`src/rtl/serial_add4_ctrl.sv`:
```
// Four-operand unsigned adder: two-level bit-serial full-adder tree, LSB first.
// Latency: out_valid rises W+3 edges after the accepting edge (W+2 shift edges + 1 settle edge).
// Backpressure: accepts only when idle; holds q/ovf/out_valid until out_ready, then returns to idle.
//
// Ports:
//   clk, rst          - single clock (rising edge), asynchronous active-low reset
//   in_valid/in_ready - request handshake carrying operands a, b, c, d (W bits each)
//   out_valid/out_ready - result handshake; q is the W+2-bit sum, ovf = sum exceeds W bits
//   busy              - high while the serial datapath is shifting
module serial_add4_ctrl #(
  parameter int W = 8
) (
  input  logic         clk,
  input  logic         rst,
  input  logic         in_valid,
  output logic         in_ready,
  input  logic [W-1:0] a,
  input  logic [W-1:0] b,
  input  logic [W-1:0] c,
  input  logic [W-1:0] d,
  output logic         out_valid,
  input  logic         out_ready,
  output logic [W+1:0] q,
  output logic         ovf,
  output logic         busy
);

  localparam int N  = W + 2;
  localparam int CW = $clog2(N + 1);

  typedef enum logic [1:0] {
    IDLE  = 2'd0,
    SHIFT = 2'd1,
    DONE  = 2'd2
  } state_t;

  state_t state, state_nxt;

  logic [N-1:0]  sa, sb, sc, sd;
  logic [N-1:0]  acc;
  logic          cy0, cy1, cy2;
  logic [CW-1:0] cnt;

  logic          accept;
  logic          shift_en;
  logic          last;

  // Full-adder tree on the current LSBs.
  logic s0, s1, s2;
  logic co0, co1, co2;

  assign s0  = sa[0] ^ sb[0] ^ cy0;
  assign co0 = (sa[0] & sb[0]) | (sa[0] & cy0) | (sb[0] & cy0);
  assign s1  = sc[0] ^ sd[0] ^ cy1;
  assign co1 = (sc[0] & sd[0]) | (sc[0] & cy1) | (sd[0] & cy1);
  assign s2  = s0 ^ s1 ^ cy2;
  assign co2 = (s0 & s1) | (s0 & cy2) | (s1 & cy2);

  // The counter runs 0..N; at N all bits are shifted and the SHIFT state
  // spends one more edge handing the accumulator over to q.
  assign last     = (cnt == CW'(N));
  assign accept   = (state == IDLE) && in_valid;
  assign shift_en = (state == SHIFT) && !last;

  always_comb begin
    state_nxt = state;
    in_ready  = 1'b0;
    out_valid = 1'b0;
    busy      = 1'b0;
    case (state)
      IDLE: begin
        in_ready = 1'b1;
        if (in_valid) state_nxt = SHIFT;
      end
      SHIFT: begin
        busy = 1'b1;
        if (last) state_nxt = DONE;
      end
      DONE: begin
        out_valid = 1'b1;
        if (out_ready) state_nxt = IDLE;
      end
      default: state_nxt = IDLE;
    endcase
  end

  always_ff @(posedge clk or negedge rst) begin
    if (!rst) begin
      state <= IDLE;
      sa    <= '0;
      sb    <= '0;
      sc    <= '0;
      sd    <= '0;
      acc   <= '0;
      cy0   <= 1'b0;
      cy1   <= 1'b0;
      cy2   <= 1'b0;
      cnt   <= '0;
      q     <= '0;
    end else begin
      state <= state_nxt;
      if (accept) begin
        sa  <= {2'b00, a};
        sb  <= {2'b00, b};
        sc  <= {2'b00, c};
        sd  <= {2'b00, d};
        cy0 <= 1'b0;
        cy1 <= 1'b0;
        cy2 <= 1'b0;
        cnt <= '0;
      end else if (shift_en) begin
        sa  <= {1'b0, sa[N-1:1]};
        sb  <= {1'b0, sb[N-1:1]};
        sc  <= {1'b0, sc[N-1:1]};
        sd  <= {1'b0, sd[N-1:1]};
        cy0 <= co0;
        cy1 <= co1;
        cy2 <= co2;
        acc <= {s2, acc[N-1:1]};
        cnt <= cnt + CW'(1);
      end
      // q only changes when a new result completes, so the previous result
      // stays visible through the idle and shifting phases.
      if ((state == SHIFT) && last) begin
        q <= acc;
      end
    end
  end

  assign ovf = |q[W+1:W];

endmodule

```
`config.mk`:
```
export PLATFORM = sky130hd
export DESIGN_NAME = serial_add4_ctrl
export DESIGN_NICKNAME = d
export VERILOG_FILES = /design/src/rtl/serial_add4_ctrl.sv
export SDC_FILE = /design/constraint.sdc
export NUM_CORES = 1
export LEC_CHECK = 0
export CAP_MARGIN = 0
export CORE_MARGIN = 5
export CORE_UTILIZATION = 55
export DETAILED_ROUTE_END_ITERATION = 12
export GPL_ROUTABILITY_DRIVEN = 0
export GPL_TIMING_DRIVEN = 0
export HOLD_SLACK_MARGIN = 0.03
export PLACE_DENSITY = 0.91
export SLEW_MARGIN = 20
export SYNTH_ARGS = -nofsm -noshare
export SYNTH_HDL_FRONTEND = slang
export SYNTH_SLANG_ARGS = --single-unit
```
`constraint.sdc`:
```
create_clock -name clk -period 4.38 [get_ports clk]
set_input_delay 0.876 -clock clk [delete_from_list [all_inputs] [get_ports clk]]
set_output_delay 0.876 -clock clk [all_outputs]
set_load 0.02 [all_outputs]
```
# Word-level counts from Yosys, hierarchy flattened

Index checks and enable logic that the tools add are counted.

Input port bits: 36
Word-level logic and storage cells: 72
Output and inout port bits: 14
Register bits: 69

Eq/ne operators: 6
$add $sub $neg: 1
Bitwise operators: 22
Reduce and logical (&&, ||, !) cells: 9
Multiplexer cells: 23

Operators with widths:

| cell                | number |
|---|---|
| $mux 10             | 8 |
| $and 1x1->1         | 9 |
| $mux 1              | 9 |
| $mux 4              | 2 |
| $mux 2              | 3 |
| $ne 2x2->1 const B  | 3 |
| $or 1x1->1          | 6 |
| $pmux 2 s3          | 1 |
| $xor 1x1->1         | 6 |
| $add 4x1->4 const B | 1 |
| $eq 4x4->1 const B  | 1 |
| $logic_and 1x1->1   | 3 |
| $reduce_and 3->1    | 1 |
| $eq 2x1->1 const B  | 1 |
| $eq 2x2->1 const B  | 1 |
| $logic_not 2->1     | 1 |
| $reduce_and 2->1    | 1 |
| $reduce_bool 2->1   | 1 |
| $reduce_or 2->1     | 1 |
| $logic_not 1->1     | 1 |
| $not 1->1           | 1 |

# Longest topological paths before layout

Depth in word-level cells: 7
Gate-level depth with buffers: 7
Depth with buffers taken out: 5

# Worst setup path after synthesis

No wires, ideal clock.

Path type: register to output
Start: register state[1]
End: output busy
Stages on the path, launching flop included: 5
Data required time: 3.504 ns
Data arrival time: 0.947 ns
Buffers on the path: 2
Setup slack: 2.557 ns
Cell sequence: dfrtp_1 > nand2b_1 > buf_6 > inv_4 > buf_4

Cells in the longest elaborated chain, start to end: 2

RTL lines:

| what                   | RTL line | RTL |
|---|---|---|
| from (decl)            | 37       | `state_t state, state_nxt;` |
| from (signal assigned) | 101      | `state <= state_nxt;` |
| $eq 2x1->1             | 70       | `case (state)` |
| $mux 1                 | 70       |  |
| to (decl)              | 25       | `output logic busy` |

No other way between the ends.

# Worst setup path in the final report

Ends and elaborated chain as after synthesis.

==> run_results.csv <==
group,metric,value,unit
drt,totalWireLength,6.36,mm
global_routing,antenna_found_initial,0,
sta,timing.final.crit_share,0.659,
critical_path,crit_chain,"nand2b_1 > buf_6 > inv_4 > buf_4 > clkdlybuf4s50_1",
layout,fin_nets,372,
clock_network,cts_resized,0,
layout,multiInputGateArea,0.00118,mm2
synthesis,ys_types,36,
floorplan,die_w,82.2,um
place,place_area,0.00347,mm2
sta,hold_slack,0.351,ns
synthesis,yosysSeqAreaShare,0.533,
global_routing,grt_use_total,0.211,
layout,diodes,0,
critical_path,worstSetupStartpointType,"flip-flop",
clock_network,cts_buffer_depth,2,
drt,drc,0,
floorplan,start_util,0.565,
critical_path,crit_type,"flip-flop to output pin",
synthesis,yosysMostFrequentCell,"dfrtp_1",
floorplan,die_y,82.2,um
place,port_buffers,49,
drt,via_count,2338,
synthesis,synthTopCellsByCount,"61 x dfrtp_1, 33 x o21ai_0, 32 x a21oi_1",
clock_network,clkLatencyLatePin,0.34,ns
floorplan,rows,26,
synthesis,synth_top_area_cell,"dfrtp_1",
critical_path,cp.arrival,2.01,ns
sta,hold_viol_final,0,
pwr,max-vdd-ir-drop,304,uV
critical_path,r2r_slack,2.57,ns
sta,setup_viol,0,
sta,max_slew_margin,0.807,
critical_path,cp_max_fo,10,
sta,rsz0062_at_grt,"no",
clock_network,cts_tree,"built",
synthesis,synth_top_cell_area_share,0.533,
sta,drv_slew,0,
clock_network,cts-root-buf,"clkbuf_8",
floorplan,ios,50,
global_routing,grt_pass1_vias,2302,
sta,fmax,346,MHz
critical_path,ff2ff_path_depth,6,
critical_path,slowest_delay,0.62,ns
layout,area_growth,28.9,%
synthesis,ys.flop_type,"dfrtp_1",
sta,setup_tns,0,ns
critical_path,reg2reg_from,"cnt[0]",
critical_path,cpLargestDelayFamily,"buffers and inverters",
layout,fillerInstances,369,
clock_network,cts_inserted_buffers,9,
layout,drive_gt1_frac,0.179,
place,hpwl,4.34,mm
synthesis,synth_warnings,0,
critical_path,r2r-end,"acc[8]",
floorplan,die-area,0.00676,mm2
drt,drtPass1Iterations,4,
layout,seq_area,0.00153,mm2
synthesis,synth_edf_count,0,
critical_path,slowest_stage,"clkdlybuf4s50_1",
synthesis,async_flop_share,1.00,
clock_network,cts_hold_buf,0,
clock_network,cts_max_level,3,
clock_network,path_clk_slew,0.06,ns
global_routing,grt.overflow.total,0,
drt,final_antenna_net_count,0,
synthesis,synth.avg_cell_area,10.6,um2
flow_run,max_cap_viol_count,0,
layout,final_core_utilization,0.728,
global_routing,grt_max_degree,55,
sta,worst_slew_pin_slew,0.289,ns
drt,drtIter0Drc,162,
synthesis,ys_seq_elements,61,
clock_network,cts.sink_count,61,
critical_path,crit_cells,5,
critical_path,worstPathRequired,3.50,ns
pwr,leakage,1.66,nW
critical_path,worst_setup_path_end_kind,"output pin",
drt,drt-vias-per-instance,5.76,
clock_network,cts_setup_buffers,0,
sta,min_period,2.89,ns
synthesis,syn_area,0.00287,mm2
critical_path,crit_buf_inv,4,
drt,routedWlPerCell,15.7,um
global_routing,grt_pass1_wl,10.8,mm
sta,skew,0.00495,ns
synthesis,netlist_top_cells_area,"dfrtp_1 53%, o21ai_0 5.8%, a31oi_1 5.7%",
min_path,hp-class,"input port to async pin",
run_status,status,"finished clean",
floorplan,core,0.00507,mm2
synthesis,syn_inst,270,
synthesis,synth_fp_nets,311,
pwr,power.density,715,mW/mm2
layout,fin_area,0.00369,mm2
## logic make-up after synthesis
| family | after synthesis | synth area share |
|---|---|---|
| simple gates | 55 | 0.100 |
| mux | 21 | 0.0934 |
| buf+inv | 30 | 0.0567 |
| compound gates | 98 | 0.188 |
| fa+ha+maj | 5 | 0.0297 |
| flops | 61 | 0.533 |
## report_power, final
part	switching, mW	internal [mW]
Combinational	0.555	0.530
Clock	0.215	0.350
Sequential	0.167	0.826
## flip-flops by register name (all words and copies together), names as in the netlist
register	cells
acc	10
cnt	4
cy0	1
cy1	1
cy2	1
q	10
sa	8
sb	8
sc	8
sd	8
state	2
## layer usage
metal  share of wire  wire length [um]  global-route usage  vias up
met5               0                 0                   0        -
met4           0.023               149               0.103        0
met3           0.063               402              0.0499       20
met2            0.48              3060               0.337       99
met1            0.43              2740               0.270     1144
li1                -                 -                   -     1075
## per-stage QoR
stage / setup slack [ns] / instances / power (mW)
after global placement: 0.579 / 389 / 2.00
final: 1.49 / 406 / 2.64
after CTS: 1.49 / 406 / 2.65
after global routing: 1.41 / 406 / 2.82
after floorplan: 2.56 / 270 / 1.72
after detailed placement: 1.88 / 390 / 2.08
## placed cells by master, fill, tap and decap left out, drive strengths merged, types with 3 or more instances in the layout
cell	instances
dfrtp	61
clkdlybuf4s50	48
o21ai	36
a21oi	32
nor2	29
a31oi	26
buf	21
mux2	19
clkbuf	16
nand2	11
inv	7
nand3	4
fa	3
## cell type report
type	instances	area share
plain buffers	23	0.0362
well taps	70	0.0237
repair buffers	50	0.140
flip-flops and latches	61	0.413
multi-input cells	179	0.319
clock inverters	4	0.0190
clock buffers	12	0.0420
inverters	7	0.00779
## worst max-delay path by stage
stage | startpoint | endpoint
6_report | state[1] | busy
5_1_grt | state[1] | busy
4_1_cts | state[1] | busy
3_5_place_dp | state[1] | busy
3_3_place_gp | rst | sa[1]
2_1_floorplan | state[1] | busy
No activity file was read; power rests on OpenSTA's default activity.
